**src/rtl/mining_pkg.sv**
```systemverilog
`default_nettype none
// +----------------------------------------------------------------------+
// | mining_pkg                                                           |
// | Process codes shared with memory_control and the sequencer states.   |
// | Revision: 1.0                                                        |
// +----------------------------------------------------------------------+
package mining_pkg;

  localparam logic [2:0] PROC_IDLE  = 3'b000;
  localparam logic [2:0] PROC_INIT  = 3'b001;
  localparam logic [2:0] PROC_LOAD  = 3'b010;
  localparam logic [2:0] PROC_HASH  = 3'b011;
  localparam logic [2:0] PROC_STORE = 3'b100;
  localparam logic [2:0] PROC_DONE  = 3'b101;

  typedef enum logic [3:0] {
    S_IDLE     = 4'd0,
    S_INIT     = 4'd1,
    S_INIT_REL = 4'd2,
    S_LOAD     = 4'd3,
    S_HASH     = 4'd4,
    S_STORE    = 4'd5,
    S_DONE     = 4'd6,
    S_ERROR    = 4'd7
  } state_t;

  function automatic logic [2:0] proc_code(input state_t s);
    logic [2:0] code;
    code = PROC_IDLE;
    case (s)
      S_INIT, S_INIT_REL: code = PROC_INIT;
      S_LOAD:             code = PROC_LOAD;
      S_HASH:             code = PROC_HASH;
      S_STORE:            code = PROC_STORE;
      S_DONE:             code = PROC_DONE;
      default:            code = PROC_IDLE;
    endcase
    return code;
  endfunction

  function automatic logic is_busy_state(input state_t s);
    return (s != S_IDLE) && (s != S_ERROR);
  endfunction

  // States in which the memory controller owes a response and may time out.
  function automatic logic is_timed_state(input state_t s);
    return (s == S_INIT) || (s == S_INIT_REL) || (s == S_LOAD) ||
           (s == S_HASH) || (s == S_STORE);
  endfunction

endpackage
`default_nettype wire

```
**src/rtl/mining_sequencer_if.sv**
```systemverilog
`default_nettype none
// +----------------------------------------------------------------------+
// | mining_sequencer_if                                                  |
// | Run control, status and memory_control handshake of the sequencer.   |
// | Revision: 1.0                                                        |
// +----------------------------------------------------------------------+
interface mining_sequencer_if #(
  parameter int CNT_W = 8
);
  logic             start;
  logic [CNT_W-1:0] run_blocks;
  logic             abort;
  logic             finished_init;
  logic             done_memory_store;
  logic             done_hash_store;
  logic             init_memory;
  logic             load_memory;
  logic [2:0]       process;
  logic             busy;
  logic             block_done;
  logic [CNT_W-1:0] block_count;
  logic             timeout_err;

  modport master (
    input  start, run_blocks, abort,
    input  finished_init, done_memory_store, done_hash_store,
    output init_memory, load_memory, process,
    output busy, block_done, block_count, timeout_err
  );

  modport slave (
    output start, run_blocks, abort,
    output finished_init, done_memory_store, done_hash_store,
    input  init_memory, load_memory, process,
    input  busy, block_done, block_count, timeout_err
  );
endinterface
`default_nettype wire

```
**src/rtl/phase_timer.sv**
```systemverilog
`default_nettype none
// +----------------------------------------------------------------------+
// | phase_timer                                                          |
// | Up-counter with clear/load that holds at, and flags, TERMINAL.       |
// | Revision: 1.0                                                        |
// +----------------------------------------------------------------------+
module phase_timer #(
  parameter int WIDTH    = 12,
  parameter int TERMINAL = 4095
) (
  input  wire logic             clock,
  input  wire logic             reset,
  input  wire logic             clear,
  input  wire logic             load,
  input  wire logic [WIDTH-1:0] load_value,
  input  wire logic             enable,
  output logic                  tc
);

  logic [WIDTH-1:0] count_q;
  logic [WIDTH-1:0] count_d;

  assign tc = (count_q == WIDTH'(TERMINAL));

  always_comb begin
    count_d = count_q;
    if (clear) begin
      count_d = '0;
    end else if (load) begin
      count_d = load_value;
    end else if (enable && !tc) begin
      count_d = count_q + 1'b1;
    end
  end

  always_ff @(posedge clock) begin
    if (reset) begin
      count_q <= '0;
    end else begin
      count_q <= count_d;
    end
  end

endmodule
`default_nettype wire

```
**src/rtl/mining_sequencer.sv**
```systemverilog
`default_nettype none
// +----------------------------------------------------------------------+
// | mining_sequencer                                                     |
// | Steps memory_control through INIT then LOAD/HASH/STORE per block.    |
// | Revision: 1.0                                                        |
// +----------------------------------------------------------------------+
module mining_sequencer
  import mining_pkg::*;
#(
  parameter int LOAD_SETTLE = 20,
  parameter int TIMEOUT     = 4095,
  parameter int CNT_W       = 8
) (
  input  wire logic          clock,
  input  wire logic          reset,
  mining_sequencer_if.master bus
);

  localparam int SETTLE_W = $clog2(LOAD_SETTLE + 1);
  localparam int TMO_W    = $clog2(TIMEOUT + 1);

  state_t           state_q, state_d;
  logic             sub_q, sub_d;
  logic             abort_q, abort_d;
  logic [CNT_W-1:0] target_q, target_d;
  logic [CNT_W-1:0] count_q, count_d;

  logic             init_memory_q, init_memory_d;
  logic             load_memory_q, load_memory_d;
  logic [2:0]       process_q, process_d;
  logic             busy_q, busy_d;
  logic             block_done_q, block_done_d;
  logic             timeout_err_q, timeout_err_d;

  logic             settle_tc;
  logic             timeout_tc;
  logic             load_ack;
  logic             state_change;

  // sub_q marks the second half of a two-step phase: load acked in S_LOAD,
  // hash released in S_STORE.
  assign load_ack     = (state_q == S_LOAD) && !sub_q && !bus.done_memory_store;
  assign state_change = (state_d != state_q);

  phase_timer #(
    .WIDTH    (SETTLE_W),
    .TERMINAL (LOAD_SETTLE)
  ) u_settle_timer (
    .clock      (clock),
    .reset      (reset),
    .clear      (state_q != S_LOAD),
    .load       (load_ack),
    .load_value (SETTLE_W'(1)),
    .enable     ((state_q == S_LOAD) && sub_q),
    .tc         (settle_tc)
  );

  phase_timer #(
    .WIDTH    (TMO_W),
    .TERMINAL (TIMEOUT)
  ) u_timeout_timer (
    .clock      (clock),
    .reset      (reset),
    .clear      (state_change),
    .load       (1'b0),
    .load_value ({TMO_W{1'b0}}),
    .enable     (1'b1),
    .tc         (timeout_tc)
  );

  always_comb begin
    state_d  = state_q;
    sub_d    = sub_q;
    abort_d  = abort_q;
    target_d = target_q;
    count_d  = count_q;

    if (is_busy_state(state_q) && bus.abort) begin
      abort_d = 1'b1;
    end

    unique case (state_q)
      S_IDLE: begin
        if (bus.start) begin
          target_d = (bus.run_blocks == '0) ? CNT_W'(1) : bus.run_blocks;
          count_d  = '0;
          state_d  = S_INIT;
        end
      end
      S_INIT: begin
        if (bus.finished_init) begin
          state_d = S_INIT_REL;
        end
      end
      S_INIT_REL: begin
        if (!bus.finished_init && bus.done_memory_store) begin
          state_d = S_LOAD;
        end
      end
      S_LOAD: begin
        if (!sub_q) begin
          if (!bus.done_memory_store) begin
            sub_d = 1'b1;
          end
        end else if (settle_tc) begin
          state_d = S_HASH;
        end
      end
      S_HASH: begin
        if (bus.done_hash_store) begin
          state_d = S_STORE;
        end
      end
      S_STORE: begin
        if (!sub_q) begin
          if (!bus.done_hash_store) begin
            sub_d = 1'b1;
          end
        end else if (bus.done_memory_store) begin
          state_d = S_DONE;
        end
      end
      S_DONE: begin
        count_d = (count_q == {CNT_W{1'b1}}) ? count_q : count_q + 1'b1;
        state_d = ((count_d == target_q) || abort_q) ? S_IDLE : S_LOAD;
      end
      S_ERROR: begin
        state_d = S_ERROR;
      end
      default: begin
        state_d = S_IDLE;
      end
    endcase

    // A real phase transition in the same cycle wins over the timeout.
    if (is_timed_state(state_q) && (state_d == state_q) && timeout_tc) begin
      state_d = S_ERROR;
    end

    if (state_d != state_q) begin
      sub_d = 1'b0;
      if (state_d == S_IDLE) begin
        abort_d = 1'b0;
      end
    end
  end

  always_comb begin
    process_d     = proc_code(state_q);
    init_memory_d = (state_q == S_INIT);
    load_memory_d = (state_q == S_LOAD) && !sub_q;
    busy_d        = is_busy_state(state_q);
    block_done_d  = (state_q == S_DONE);
    timeout_err_d = timeout_err_q | (state_q == S_ERROR);
  end

  always_ff @(posedge clock) begin
    if (reset) begin
      state_q       <= S_IDLE;
      sub_q         <= 1'b0;
      abort_q       <= 1'b0;
      target_q      <= '0;
      count_q       <= '0;
      init_memory_q <= 1'b0;
      load_memory_q <= 1'b0;
      process_q     <= PROC_IDLE;
      busy_q        <= 1'b0;
      block_done_q  <= 1'b0;
      timeout_err_q <= 1'b0;
    end else begin
      state_q       <= state_d;
      sub_q         <= sub_d;
      abort_q       <= abort_d;
      target_q      <= target_d;
      count_q       <= count_d;
      init_memory_q <= init_memory_d;
      load_memory_q <= load_memory_d;
      process_q     <= process_d;
      busy_q        <= busy_d;
      block_done_q  <= block_done_d;
      timeout_err_q <= timeout_err_d;
    end
  end

  assign bus.init_memory = init_memory_q;
  assign bus.load_memory = load_memory_q;
  assign bus.process     = process_q;
  assign bus.busy        = busy_q;
  assign bus.block_done  = block_done_q;
  assign bus.block_count = count_q;
  assign bus.timeout_err = timeout_err_q;

endmodule
`default_nettype wire
```
**src/flat_wrapper.sv**
```systemverilog
// flat-port wrapper written by rule: the top's interface ports become plain ports
module mining_sequencer_flat import mining_pkg::*;
#(
  parameter int LOAD_SETTLE = 20,
  parameter int TIMEOUT     = 4095,
  parameter int CNT_W       = 8
)
  (clock, reset, bus_start, bus_run_blocks, bus_abort, bus_finished_init, bus_done_memory_store, bus_done_hash_store, bus_init_memory, bus_load_memory, bus_process, bus_busy, bus_block_done, bus_block_count, bus_timeout_err);
  mining_sequencer_if #(.CNT_W(CNT_W)) bus_i ();
  input  wire logic clock;
  input  wire logic reset;
  input wire logic [$bits(bus_i.start)-1:0] bus_start;
  input wire logic [$bits(bus_i.run_blocks)-1:0] bus_run_blocks;
  input wire logic [$bits(bus_i.abort)-1:0] bus_abort;
  input wire logic [$bits(bus_i.finished_init)-1:0] bus_finished_init;
  input wire logic [$bits(bus_i.done_memory_store)-1:0] bus_done_memory_store;
  input wire logic [$bits(bus_i.done_hash_store)-1:0] bus_done_hash_store;
  output wire logic [$bits(bus_i.init_memory)-1:0] bus_init_memory;
  output wire logic [$bits(bus_i.load_memory)-1:0] bus_load_memory;
  output wire logic [$bits(bus_i.process)-1:0] bus_process;
  output wire logic [$bits(bus_i.busy)-1:0] bus_busy;
  output wire logic [$bits(bus_i.block_done)-1:0] bus_block_done;
  output wire logic [$bits(bus_i.block_count)-1:0] bus_block_count;
  output wire logic [$bits(bus_i.timeout_err)-1:0] bus_timeout_err;
  assign bus_i.start = bus_start;
  assign bus_i.run_blocks = bus_run_blocks;
  assign bus_i.abort = bus_abort;
  assign bus_i.finished_init = bus_finished_init;
  assign bus_i.done_memory_store = bus_done_memory_store;
  assign bus_i.done_hash_store = bus_done_hash_store;
  assign bus_init_memory = bus_i.init_memory;
  assign bus_load_memory = bus_i.load_memory;
  assign bus_process = bus_i.process;
  assign bus_busy = bus_i.busy;
  assign bus_block_done = bus_i.block_done;
  assign bus_block_count = bus_i.block_count;
  assign bus_timeout_err = bus_i.timeout_err;
  mining_sequencer #(.LOAD_SETTLE(LOAD_SETTLE), .TIMEOUT(TIMEOUT), .CNT_W(CNT_W)) u_core (.clock(clock), .reset(reset), .bus(bus_i));
endmodule
```
**config.mk**
```make
export PLATFORM = sky130hd
export DESIGN_NAME = mining_sequencer_flat
export DESIGN_NICKNAME = d
export VERILOG_FILES = /design/src/rtl/mining_pkg.sv /design/src/rtl/mining_sequencer_if.sv /design/src/rtl/phase_timer.sv /design/src/rtl/mining_sequencer.sv /design/src/flat_wrapper.sv
export SDC_FILE = /design/constraint.sdc
export NUM_CORES = 1
export LEC_CHECK = 0
export CORE_ASPECT_RATIO = 0.9
export CORE_MARGIN = 3
export CORE_UTILIZATION = 39
export CTS_CLUSTER_SIZE = 40
export DETAILED_ROUTE_END_ITERATION = 7
export MAX_ROUTING_LAYER = met4
export PLACE_DENSITY = 0.69
export SLEW_MARGIN = 20
export SYNTH_ARGS = -nofsm -noshare
export SYNTH_HDL_FRONTEND = slang
export SYNTH_SLANG_ARGS = --single-unit
```
**constraint.sdc**
```tcl
create_clock -name clock -period 3.2 [get_ports clock]
set_clock_uncertainty 0.1 [all_clocks]
set_input_delay 0.48 -clock clock [delete_from_list [all_inputs] [get_ports clock]]
set_output_delay 0.48 -clock clock [all_outputs]
set_load 0.01 [all_outputs]
```
After elaboration in Yosys (flattened, before gate mapping)

Cells that the tools add are included.

Register bits: 47

$add $sub $neg: 3
Equal/unequal tests: 16
Mux-type cells: 26
Bitwise logic cells: 1
Reduce and logical (&&, ||, !) cells: 31

Operator list:

| operator                | count |
|---|---|
| $mux W4                 | 9 |
| $pmux W4 S8             | 1 |
| $mux W8                 | 3 |
| $eq A4 B3 Y1 const B    | 4 |
| $pmux W8 S2             | 1 |
| $pmux W3 S5             | 1 |
| $add A12 B1 Y12 const B | 1 |
| $eq A12 B12 Y1 const B  | 1 |
| $logic_and A1 B1 Y1     | 9 |
| $mux W1                 | 9 |
| $add A8 B1 Y8 const B   | 1 |
| $eq A4 B2 Y1 const B    | 2 |
| $eq A8 B8 Y1            | 1 |
| $eq A8 B8 Y1 const B    | 1 |
| $logic_not A4 Y1        | 2 |
| $logic_not A8 Y1        | 1 |
| $reduce_bool A2 Y1      | 3 |
| $reduce_or A2 Y1        | 3 |
| $add A5 B1 Y5 const B   | 1 |
| $eq A5 B5 Y1 const B    | 1 |
| $logic_or A1 B1 Y1      | 5 |
| $eq A4 B1 Y1 const B    | 1 |
| $eq A4 B4 Y1            | 1 |
| $logic_not A1 Y1        | 4 |
| other kinds (10)        | 11 |

Longest topological paths before layout

Gate-level depths: netlist of the first run.

Depth in word-level cells: 13
Gate-level depth with buffers: 10
Mapped depth without buffers: 9

Hierarchy

Synthesis of the first run repeated with hierarchy kept, for this count alone.

Cell total of the unflattened synthesis: 339
Area total of the unflattened synthesis: 2740.1 um^2

Modules (own cells, without submodules):

| module                               | instances | cells each | area each (um^2) | sequential area each (um^2) |
|---|---|---|---|---|
| mining_sequencer                     | 1         | 219        | 1727.9           | 600.6 |
| phase_timer (u_core.u_timeout_timer) | 1         | 85         | 708.2            | 240.2 |
| phase_timer (u_core.u_settle_timer)  | 1         | 35         | 304.0            | 100.1 |

Worst setup path after synthesis of the first run

No wires, ideal clock.

Kind: flip-flop to flip-flop
Start: reg u_core.count_q[1] (netlist: u_core.bus.block_count[1])
End: reg u_core.abort_q
Setup time: 0.119 ns
Arrival time: 2.158 ns
Path slack: 0.823 ns
Cell stages (with the launch flop): 10
Buffers on the path: 1
Period minus slack after synthesis: 2.377 ns
Cell sequence: dfxtp_1 -> ha_1 -> and3_1 -> buf_2 -> xnor2_1 -> nand3b_1 -> a21boi_1 -> nor4_4 -> a21oi_4 -> o221a_1

Cells in the longest elaborated chain, start to end: 13
Elaborated cells between the ends (all ways): 15
Those cells by class: add/sub (1); eq/ne (4); mux (6); reduce/logical (4)

RTL lines:

| item                                                 | RTL line                | source |
|---|---|---|
| start: declaration                                   | mining_sequencer.sv:26  | `logic [CNT_W-1:0] count_q, count_d;` |
| start signal: assignment                             | mining_sequencer.sv:175 | `count_q <= count_d;` |
| $add A8 B1 Y8 / $eq A8 B8 Y1 (equally long branches) | mining_sequencer.sv:124 | `count_d = (count_q == {CNT_W{1'b1}}) ? count_q : count_q + 1'b1;` |
| $mux W8 *                                            | mining_sequencer.sv:124 |  |
| $eq A8 B8 Y1 *                                       | mining_sequencer.sv:125 | `state_d = ((count_d == target_q) \|\| abort_q) ? S_IDLE : S_LOAD;` |
| $logic_or A1 B1 Y1 *                                 | mining_sequencer.sv:125 |  |
| $mux W2 *                                            | mining_sequencer.sv:125 |  |
| $pmux W4 S8 *                                        | mining_sequencer.sv:82  | `unique case (state_q)` |
| $eq A4 B4 Y1                                         | mining_sequencer.sv:136 | `if (is_timed_state(state_q) && (state_d == state_q) && timeout_tc) begin` |
| $logic_and A1 B1 Y1 (2 in series)                    | mining_sequencer.sv:136 |  |
| $mux W4 *                                            | mining_sequencer.sv:136 |  |
| $logic_not A4 Y1                                     | mining_sequencer.sv:142 | `if (state_d == S_IDLE) begin` |
| $mux W1                                              | mining_sequencer.sv:142 |  |
| $mux W1 *                                            | mining_sequencer.sv:140 | `if (state_d != state_q) begin` |
| end signal: assignment                               | mining_sequencer.sv:173 | `abort_q <= abort_d;` |
| end: declaration                                     | mining_sequencer.sv:24  | `logic abort_q, abort_d;` |

Mark *: on every way between the ends. The rest lies on a longest branch, timed or not.
A chain may end at the register's enable or synchronous reset.

Final worst setup path of the first run

Same ends and word-level chain as after synthesis.

==> run summary, run 1 <==
========================================================================================
Vias in the first global route                                                      2221
Setup repair after global routing missed its margin                                false
IO Port Bufs                                                                          30
Worst Setup SP                                                              u_core.bus.block_count[1]
Layout net count                                                                     383
Worst-path clk slew                                                              0.09 ns
Share of the synthesized area in compound gates (AO/OA/AOI/OAI)                   22.04%
Number of pins with negative max-slew slack in the final report                        0
Power per Cell Area                                                         332.2 nW/um^2
Result of the run                                                           complete, no violations
Post-detailed-routing wire length                                                6362 um
Inserted Clock Buffers                                                                 5
Fraction of final layout cells with drive strength greater than 1                 12.05%
Count of fill cells added during filler insertion                                    678
Maximum number of pins on one net before global-route repair                          21
Number of clock sinks seen by CTS                                                     47
Synthesis-stage register bit count                                                    47
Worst slew margin relative to its limit                                           54.65%
Worst IR Drop VDD                                                              0.2081 mV
Count of yosys warnings during synthesis                                               0
Cells after synthesis                                                                342
Remaining number of nets flagged by the antenna check after routing                    0
Worst endpoint data arrival time                                                 2.93 ns
Async S/R FF share, synth                                                             0%
Final setup viols                                                                      0
Starting Density                                                                  41.12%
Number of unique standard cell types used by synthesis                                69
H-tree depth                                                                           2
Die width                                                                       97.97 um
Slowest cell on the critical path                                           sky130_fd_sc_hd__dfxtp_1
Relative area change from synthesis to final layout                               13.02%
Total vias in the final route                                                       2466
Routability Congestion                                                            0.8247
Power Total                                                                     1.115 mW
Combinational family with the most area after synthesis                     simple AND/OR/NAND/NOR gates
Number of max-cap violations                                                           0
Fraction of the mapped netlist area in simple logic gates                         26.68%
Post-place setup slack                                                         0.4542 ns
Worst-Skew Late Latency                                                          0.30 ns
Final critical-path share of the clock period                                     87.12%
Wire length of the first global-routing pass                                    10780 um
Hold violation total from the final report                                             0
DP Area                                                                        3256 um^2
Category of the worst setup path launch point                                   register
Die height                                                                      88.78 um
F_max                                                                         0.3587 GHz
Register area share after synthesis                                               31.69%
Cell at the root of the clock tree                                          sky130_fd_sc_hd__clkbuf_8
Antenna violations before repair                                                       0
Rows                                                                                  29
Register cell area after layout                                               940.9 um^2
Standard cell core area                                                        7221 um^2
Grt ovf                                                                                0
Time the final worst path needs with I/O delays and setup                       2.788 ns
# Post-CTS Setup Buffers                                                               0
Post-layout worst setup margin                                                 0.4121 ns
Worst hold slack                                                               0.3990 ns
Post-route cell area                                                           3356 um^2
Hold Crit Class                                                               reg -> reg
DRC Markers                                                                            0
Largest delay share family, worst path                                      compound AO/OA/AOI/OAI gates
Total GRT Usage                                                                   15.24%
Required time of the worst setup path                                            3.34 ns
Worst-path maximum fanout                                                             15
Post-synth net total                                                                 361
Sequence of cells on the critical path                                      ha_1 > nand3_1 > nor2_2 > a21boi_1 > xor2_1 > and4_4 > a21oi_4 > o221a_1
Crit path buffers/inverters                                                            0
Buffer levels on the longest clock path                                                2
TNS Setup                                                                           0 ns
Netlist Area Pre-Place                                                         2969 um^2
Detail-routed net length per standard cell                                      13.89 um
Leakage Power                                                                   1.197 nW
Mean number of vias per cell                                                       5.384
Antenna diode count                                                                    0
Share of the synthesized netlist area taken by xor and xnor gates                 6.153%
Post-CTS Hold Fix Bufs                                                                 0
Post-CTS Resized                                                                       0
Slew at the pin closest to its max-slew limit                                  0.6794 ns
Die area                                                                       8697 um^2
Stage delay of the slowest cell on the critical path                             0.49 ns
Avg Synthesized Cell Area                                                     8.682 um^2
Number of flops mapped to enable cells by yosys                                        0
Critical Path Sink Type                                                         register
Top FF cell, synth                                                          sky130_fd_sc_hd__dfxtp_1
Adder-cell area share of the yosys netlist                                        1.686%
Clock tree from TritonCTS                                                           done
Source of the worst hold timing path                                        u_core.bus.timeout_err
Count of pins on the block boundary                                                   31
Critical path start-end classification                                        reg -> reg
Number of search-and-repair iterations in the first detailed-routing pass              4
Crit Reg-Reg Startpoint                                                     u_core.bus.block_count[1]
Half-perimeter wire length after detailed placement                              4666 um
Multiplexer area fraction after synthesis                                         3.708%
Footprint of the multi-input gates                                             1793 um^2
Drt initial violations                                                               190
========================================================================================
## synthesized netlist by cell type, drive strengths merged, types with 4 or more instances
| cell type | number | area share (%) |
|---|---|---|
| xnor2 | 10 | 2.9 |
| buf | 15 | 4.6 |
| and3 | 7 | 1.5 |
| nor2 | 39 | 5.0 |
| nor4 | 4 | 1.3 |
| or3 | 10 | 2.1 |
| clkbuf | 6 | 1.1 |
| nand3 | 13 | 2.2 |
| dfxtp | 47 | 32 |
| ha | 4 | 1.7 |
| o21ai | 19 | 3.3 |
| a31oi | 7 | 1.5 |
| xor2 | 10 | 3.2 |
| inv | 14 | 1.8 |
| mux2i | 11 | 3.7 |
| nand2 | 17 | 2.1 |
| a21oi | 14 | 2.7 |
| nor3 | 8 | 1.3 |
| o22ai | 13 | 5.1 |
| nor2b | 7 | 1.5 |
| nand4 | 9 | 3.3 |
| nand2b | 15 | 3.2 |
## kinds of logic after synthesis
group,count (synthesis)
other,1
DFF,47
muxes,11
adders and majority gates,4
AOI/OAI and AO/OA,83
buffers and inverters,36
xor gates and xnor gates,20
and+or+nand+nor,140
## worst paths after layout
| check | endpoint | cells after the start | slack (ns) |
|---|---|---|---|
| setup / recovery | u_core.abort_q | 8 | 0.41 |
| hold / removal | u_core.bus.timeout_err | 2 | 0.40 |
| hold reg to reg | u_core.bus.timeout_err | 2 | 0.40 |
| setup reg to reg | u_core.abort_q | 8 | 0.41 |
## state kept, by name, indices dropped and copies added, names as in the netlist
signal and count:
u_core.bus.block_done 1, u_core.bus.process 3, u_core.u_timeout_timer.count_q 12, u_core.abort_q 1, u_core.sub_q 1, u_core.bus.load_memory 1
u_core.state_q 4, u_core.u_settle_timer.count_q 5, u_core.target_q 8, u_core.bus.timeout_err 1, u_core.bus.init_memory 1, u_core.bus.busy 1
u_core.bus.block_count 8
## layout by cell type, fill, tap and decap left out, drive strengths merged, types with 9 or more instances in the layout
| cell type | netlist | final |
|---|---|---|
| nand2b | 15 | 15 |
| a21oi | 14 | 14 |
| nand3 | 13 | 13 |
| mux2i | 11 | 11 |
| nand2 | 17 | 17 |
| inv | 14 | 14 |
| clkdlybuf4s50 | 0 | 30 |
| xnor2 | 10 | 10 |
| or3 | 10 | 10 |
| nor2 | 39 | 39 |
| nand4 | 9 | 9 |
| dfxtp | 47 | 47 |
| xor2 | 10 | 10 |
| o22ai | 13 | 13 |
| o21ai | 19 | 19 |
## per-stage QoR
| stage | cells | util (%) |
|---|---|---|
| final | 458 | 46.47 |
| after global routing | 458 | 46.47 |
| after detailed placement | 450 | 45.09 |
| after floorplan | 342 | - |
| after CTS | 458 | 46.47 |
| after global placement | 450 | 45.09 |
## final cells by class
| cell class | count | share of cell area (%) |
|---|---|---|
| Sequential cell | 47 | 28.04 |
| Inverter | 14 | 1.566 |
| Clock buffer | 8 | 2.983 |
| Timing Repair Buffer | 37 | 10.51 |
| Tap cell | 93 | 3.468 |
| Multi-Input combinational cell | 259 | 53.43 |
## power by group
part | internal [mW] | switching (mW) | leakage [nW] | total (mW)
sequential | 0.595 | 0.0100 | 0.381 | 0.605
clock | 0.198 | 0.196 | 0.0515 | 0.394
combinational | 0.0553 | 0.0612 | 0.764 | 0.116
total | 0.848 | 0.267 | 1.20 | 1.11
## routing by layer
| metal | track usage (%) | share of wire (%) | vias to the layer above |
|---|---|---|---|
| li1 | - | - | 1272 |
| met5 | - | 0 | - |
| met3 | 2.206 | 3.3 | 6 |
| met1 | 22.48 | 53 | 1143 |
| met2 | 21.63 | 43 | 45 |
| met4 | 3.899 | 0.99 | 0 |
## worst reg2reg max path, stage by stage (launching register included)
cell                       delay (ns)
sky130_fd_sc_hd__dfxtp_1         0.49
sky130_fd_sc_hd__ha_1            0.36
sky130_fd_sc_hd__nand3_1         0.19
sky130_fd_sc_hd__nor2_2          0.34
sky130_fd_sc_hd__a21boi_1        0.13
sky130_fd_sc_hd__xor2_1          0.17
sky130_fd_sc_hd__and4_4          0.21
sky130_fd_sc_hd__a21oi_4         0.48
sky130_fd_sc_hd__o221a_1         0.27
No activity file was read; power rests on OpenSTA's default activity.
==> run 2: changes to the inputs <==
--- a/config.mk
+++ b/config.mk
@@ -5,11 +5,11 @@
 export SDC_FILE = /design/constraint.sdc
 export NUM_CORES = 1
 export LEC_CHECK = 0
-export CORE_ASPECT_RATIO = 0.9
 export CORE_MARGIN = 3
 export CORE_UTILIZATION = 39
 export CTS_CLUSTER_SIZE = 40
 export DETAILED_ROUTE_END_ITERATION = 7
+export GPL_ROUTABILITY_DRIVEN = 0
 export MAX_ROUTING_LAYER = met4
 export PLACE_DENSITY = 0.69
 export SLEW_MARGIN = 20
==> run 2 against run 1 <==
  * Final cell count up 1.5%
  * Maximum frequency rose by 1.8%
  * Utilization fell by 0.25 points
  * First-iteration DRC count increased by 56%
  * Register-to-register slack gained 0.05 ns
  * Worst setup slack gained 0.049 ns
  * Largest power group unchanged
  * Sequential cell count stayed put
  * Power is 4.8% higher
  * Via count fell by 0.65%
  * Worst hold slack worse by 0.0042 ns
  * Die area hardly changed
==> run summary, run 2 (synthesized netlist as in run 1, its figures left out) <==
========================================================================================
Count of pins on the block boundary                                                   31
Time the final worst path needs with I/O delays and setup                       2.739 ns
H-tree depth                                                                           2
Worst-Skew Late Latency                                                          0.29 ns
# Post-CTS Setup Buffers                                                               0
Slew at the pin closest to its max-slew limit                                  0.5346 ns
Category of the worst setup path launch point                                   register
Final setup viols                                                                      0
Worst slew margin relative to its limit                                           64.28%
Commonest cells after routing, fill and taps aside                          sky130_fd_sc_hd__dfxtp_1, sky130_fd_sc_hd__nor2_1, sky130_fd_sc_hd__clkdlybuf4s50_1, sky130_fd_sc_hd__nand2_1, sky130_fd_sc_hd__nand2b_1
Die height                                                                      93.25 um
Power per Cell Area                                                         344.8 nW/um^2
Post-detailed-routing wire length                                                6311 um
Post-CTS Resized                                                                       0
Setup repair after global routing missed its margin                                false
Buffer levels on the longest clock path                                                2
Number of max-cap violations                                                           0
Cell at the root of the clock tree                                          sky130_fd_sc_hd__clkbuf_8
Sequence of cells on the critical path                                      ha_1 > nand3_1 > nor2_2 > a21boi_1 > xor2_1 > and4_4 > a21oi_4 > o221a_1
IO Port Bufs                                                                          30
Post-layout worst setup margin                                                 0.4610 ns
Critical path start-end classification                                        reg -> reg
Total GRT Usage                                                                   15.77%
Maximum number of pins on one net before global-route repair                          18
Number of pins with negative max-slew slack in the final report                        0
Worst IR Drop VDD                                                              0.2719 mV
Mean number of vias per cell                                                       5.269
Worst-path clk slew                                                              0.09 ns
Hold violation total from the final report                                             0
Antenna violations before repair                                                       0
Vias in the first global route                                                      2341
Stage delay of the slowest cell on the critical path                             0.50 ns
Slowest cell on the critical path                                           sky130_fd_sc_hd__dfxtp_1
Leakage Power                                                                   1.212 nW
Remaining number of nets flagged by the antenna check after routing                    0
Antenna diode count                                                                    0
Max reg flops                                                                         12
Inserted Clock Buffers                                                                 5
Clock tree from TritonCTS                                                           done
Layout net count                                                                     384
Required time of the worst setup path                                            3.34 ns
Relative area change from synthesis to final layout                               14.12%
Result of the run                                                           complete, no violations
Drt initial violations                                                               297
Worst-path maximum fanout                                                             15
Standard cell core area                                                        7331 um^2
DRC Markers                                                                            0
Rows                                                                                  31
Post-place setup slack                                                         0.4642 ns
Wire length of the first global-routing pass                                    11010 um
Critical Path Sink Type                                                         register
Total vias in the final route                                                       2450
Largest reg by FF count                                                     u_core.u_timeout_timer.count_q
Grt ovf                                                                                0
Number of search-and-repair iterations in the first detailed-routing pass              4
Half-perimeter wire length after detailed placement                              4676 um
Worst endpoint data arrival time                                                 2.88 ns
Final critical-path share of the clock period                                     85.60%
Detail-routed net length per standard cell                                      13.57 um
Number of clock sinks seen by CTS                                                     47
Fraction of final layout cells with drive strength greater than 1                 12.57%
F_max                                                                         0.3651 GHz
TNS Setup                                                                           0 ns
Starting Density                                                                  40.50%
Hold Crit Class                                                               reg -> reg
Post-CTS Hold Fix Bufs                                                                 0
Die area                                                                       8696 um^2
Die width                                                                       93.25 um
Utilization of the core after routing                                             46.22%
Most common library cell in the layout ignoring fill and taps               sky130_fd_sc_hd__dfxtp_1
========================================================================================
-- run 2: cell types whose count changed in the layout (fill, tap and decap cells not counted), sizes merged --
cell    delta
clkinv     +1
clkbuf     -2
buf        +1
bufinv     +1
-- run 2: through the flow --
step,cell area (um^2),total power [mW],instances,hold slack [ns]
2_1_floorplan,2969,0.6983,342,0.3719
3_3_place_gp,3271,0.7316,457,0.3730
3_5_place_dp,3271,0.7335,457,0.3704
4_1_cts,3388,1.181,465,0.3997
5_1_grt,3388,1.223,465,0.4244
6_report,3388,1.168,465,0.3948
-- run 2: layout make-up --
class	instances	area, um^2
clock buffer	6	82.58
clock inverter	2	35.03
fill	683	3943
inverter	14	52.55
multi-input combinational	259	1793
sequential	47	940.9
tap	99	123.9
timing repair buffer	38	360.3
-- run 2: critical path, delay by kind of cell, from the launching register on --
kind / cells / cell delay [ns]
fa+ha+maj: 1 / 0.35
simple gates: 3 / 0.71
compound gates: 3 / 0.86
flops: 1 / 0.50
xor+xnor: 1 / 0.17
-- run 2: path summary, 6_finish.rpt --
path / slack [ns] / cells after the start / endpoint / from
worst max register to register: 0.46 / 8 / u_core.abort_q / u_core.bus.block_count[1]
worst max-delay path: 0.46 / 8 / u_core.abort_q / u_core.bus.block_count[1]
worst min register to register: 0.39 / 2 / u_core.bus.timeout_err / u_core.bus.timeout_err
worst min-delay path: 0.39 / 2 / u_core.bus.timeout_err / u_core.bus.timeout_err
-- run 2: report_power, final --
part           total, mW  leakage (nW)  internal [mW]  switching, mW
clock              0.447        0.0612          0.253          0.194
sequential         0.606         0.381          0.595         0.0113
combinational      0.115         0.770         0.0553         0.0598
-- run 2: metal layers --
metal	share of wire, %	vias up	wire, um	global-route usage, %
met3	4.4	4	279	2.735
met2	46	47	2883	23.35
met4	0.93	0	59	4.396
met5	0	-	0	-
li1	-	1272	-	-
met1	49	1127	3089	22.15
==> run 3: changes to the inputs <==
--- a/config.mk
+++ b/config.mk
@@ -6,12 +6,12 @@
 export NUM_CORES = 1
 export LEC_CHECK = 0
 export CORE_MARGIN = 3
-export CORE_UTILIZATION = 39
+export CORE_UTILIZATION = 45
 export CTS_CLUSTER_SIZE = 40
 export DETAILED_ROUTE_END_ITERATION = 7
 export GPL_ROUTABILITY_DRIVEN = 0
 export MAX_ROUTING_LAYER = met4
-export PLACE_DENSITY = 0.69
+export PLACE_DENSITY = 0.77
 export SLEW_MARGIN = 20
 export SYNTH_ARGS = -nofsm -noshare
 export SYNTH_HDL_FRONTEND = slang
==> run 3 against run 2 <==
  * First-iteration DRC count is 54% lower
  * Die area is 12% lower
  * Largest cell class unchanged
  * Power is 5.5% higher
  * Sequential power hardly changed
  * Critical path type unchanged
  * Maximum frequency is 2.4% lower
  * Sequential cell count stayed put
  * Global-route usage is 2.2 points higher
  * Worst setup slack worse by 0.067 ns
  * Clock power is 15% higher
  * Combinational power hardly changed
  * Via count is 1.8% higher
==> run summary, run 3 (synthesized netlist as in run 1, its figures left out) <==
========================================================================================
Result of the run                                                           complete, no violations
Critical Path Sink Type                                                         register
Total GRT Usage                                                                   17.98%
Sequential share of power                                                          49.1%
Setup repair after global routing missed its margin                                false
Hold Crit Class                                                               reg -> reg
Footprint of the multi-input gates                                             1793 um^2
H-tree depth                                                                           2
Maximum number of pins on one net before global-route repair                          20
Buffer levels on the longest clock path                                                2
Worst Setup SP                                                              u_core.bus.block_count[0]
DRC Markers                                                                            0
Count of pins on the block boundary                                                   31
Fraction of final layout cells with drive strength greater than 1                 11.33%
# Post-CTS Setup Buffers                                                               0
Slowest cell on the critical path                                           sky130_fd_sc_hd__dfxtp_1
Worst-path maximum fanout                                                             15
Category of the worst setup path launch point                                   register
Cell at the root of the clock tree                                          sky130_fd_sc_hd__clkbuf_8
Clock tree from TritonCTS                                                           done
Worst IR Drop VDD                                                              0.2284 mV
Time the final worst path needs with I/O delays and setup                       2.806 ns
Die area                                                                       7609 um^2
Post-detailed-routing wire length                                                6266 um
Antenna diode count                                                                    0
Net switching power                                                            0.2707 mW
Register-to-Register Path Depth                                                        8
Crit path buffers/inverters                                                            0
Largest delay share family, worst path                                      compound AO/OA/AOI/OAI gates
Half-perimeter wire length after detailed placement                              4585 um
Die height                                                                      87.23 um
Post-place setup slack                                                         0.4178 ns
Worst setup endpoint                                                        u_core.abort_q
F_max                                                                         0.3564 GHz
Final setup viols                                                                      0
Critical path start-end classification                                        reg -> reg
Number of max-cap violations                                                           0
Leakage Power                                                                   1.194 nW
Starting Density                                                                  48.15%
Layout net count                                                                     380
Number of pins with negative max-slew slack in the final report                        0
Relative contribution of the clock network to total power                          41.6%
Relative area change from synthesis to final layout                               12.60%
Rows                                                                                  28
Register cell area after layout                                               940.9 um^2
Mean number of vias per cell                                                       5.709
Utilization of the core after routing                                             54.22%
Worst slew margin relative to its limit                                           52.03%
Vias in the first global route                                                      2333
Max reg flops                                                                         12
Remaining number of nets flagged by the antenna check after routing                    0
Detail-routed net length per standard cell                                      14.34 um
Worst-path clk slew                                                              0.08 ns
Count of fill cells added during filler insertion                                    552
Portion of total power attributed to combinational logic                            9.2%
Crit Reg-Reg Startpoint                                                     u_core.bus.block_count[0]
Power per Cell Area                                                         368.7 nW/um^2
Worst flop-to-flop path endpoint                                            u_core.abort_q
Post-CTS Resized                                                                       0
Number of cells on the critical path                                                   8
Commonest cells after routing, fill and taps aside                          sky130_fd_sc_hd__dfxtp_1, sky130_fd_sc_hd__nor2_1, sky130_fd_sc_hd__clkdlybuf4s50_1, sky130_fd_sc_hd__nand2_1, sky130_fd_sc_hd__nand2b_1
Antenna violations before repair                                                       0
Post-CTS Hold Fix Bufs                                                                 0
Worst endpoint data arrival time                                                 2.96 ns
Die width                                                                       87.23 um
Standard cell core area                                                        6166 um^2
Largest reg by FF count                                                     u_core.u_timeout_timer.count_q
Switching Fraction                                                                21.96%
Number of clock sinks seen by CTS                                                     47
Slew at the pin closest to its max-slew limit                                  0.7186 ns
Sequence of cells on the critical path                                      ha_1 > nand3_1 > nor2_2 > a21boi_1 > xor2_1 > and4_4 > a21oi_4 > o221a_1
Required time of the worst setup path                                            3.35 ns
Total vias in the final route                                                       2495
Grt ovf                                                                                0
Minimum setup slack among reg-to-reg paths                                       0.39 ns
Hold violation total from the final report                                             0
IO Port Bufs                                                                          30
Stage delay of the slowest cell on the critical path                             0.57 ns
WHS Path Cells                                                                         2
Most common library cell in the layout ignoring fill and taps               sky130_fd_sc_hd__dfxtp_1
Drt initial violations                                                               138
Number of search-and-repair iterations in the first detailed-routing pass              5
TNS Setup                                                                           0 ns
Internal power contribution                                                    0.9620 mW
Final critical-path share of the clock period                                     87.68%
Inserted Clock Buffers                                                                 5
Post-layout worst setup margin                                                 0.3941 ns
Wire length of the first global-routing pass                                    10830 um
Worst-Skew Late Latency                                                          0.31 ns
========================================================================================
[run 3: changes by cell type in the layout (fill, tap and decap cells not counted), sizes merged]
cell	previous run	this run
bufinv	1	2
buf	8	4
clkinv	1	0
[run 3: power by group through the flow]
stage / registers, mW / logic (mW) / clock network [mW]
6_report: 0.606 / 0.114 / 0.513
5_1_grt: 0.608 / 0.124 / 0.542
4_1_cts: 0.606 / 0.113 / 0.525
3_5_place_dp: 0.619 / 0.113 / 0
3_3_place_gp: 0.619 / 0.111 / 0
2_1_floorplan: 0.617 / 0.0817 / 0
[run 3: area by class of cell]
cell class	count	area share, %
Clock buffer	6	2.171
Clock inverter	2	1.796
Inverter	14	1.572
Multi-Input combinational cell	259	53.63
Sequential cell	47	28.14
Tap cell	75	2.807
Timing Repair Buffer	34	9.880
[run 3: how the worst min path moves through the flow]
stage,startpoint,end
after global routing,u_core.u_settle_timer.count_q[4],u_core.u_settle_timer.count_q[4]
after global placement,u_core.bus.timeout_err,u_core.bus.timeout_err
after floorplan,u_core.u_settle_timer.count_q[4],u_core.u_settle_timer.count_q[4]
final,u_core.u_settle_timer.count_q[4],u_core.u_settle_timer.count_q[4]
after detailed placement,u_core.bus.timeout_err,u_core.bus.timeout_err
after CTS,u_core.bus.timeout_err,u_core.bus.timeout_err
[run 3: metrics by stage]
stage,instance area [um^2],total power [mW],hold slack (ns),std cells
2_1_floorplan,2969,0.6983,0.3719,342
3_3_place_gp,3211,0.7300,0.3731,429
3_5_place_dp,3211,0.7322,0.3917,429
4_1_cts,3343,1.244,0.4316,437
5_1_grt,3343,1.274,0.4582,437
6_report,3343,1.233,0.4347,437
[run 3: worst reg2reg max path, cell delays in order (launching register included)]
cell and delay [ns]:
sky130_fd_sc_hd__dfxtp_1 0.57, sky130_fd_sc_hd__ha_1 0.37, sky130_fd_sc_hd__nand3_1 0.18, sky130_fd_sc_hd__nor2_2 0.32, sky130_fd_sc_hd__a21boi_1 0.13, sky130_fd_sc_hd__xor2_1 0.17, sky130_fd_sc_hd__and4_4 0.21, sky130_fd_sc_hd__a21oi_4 0.46
sky130_fd_sc_hd__o221a_1 0.26
[run 3: metal layers]
layer  part of all wire (%)  track usage (%)  routed length, um  up-vias
met1                     49            23.44               3048     1158
met3                    3.6            2.649                225       11
li1                       -                -                  -     1270
met4                    2.0            6.555                123        0
met5                      0                -                  0        -
met2                     46            28.30               2869       56
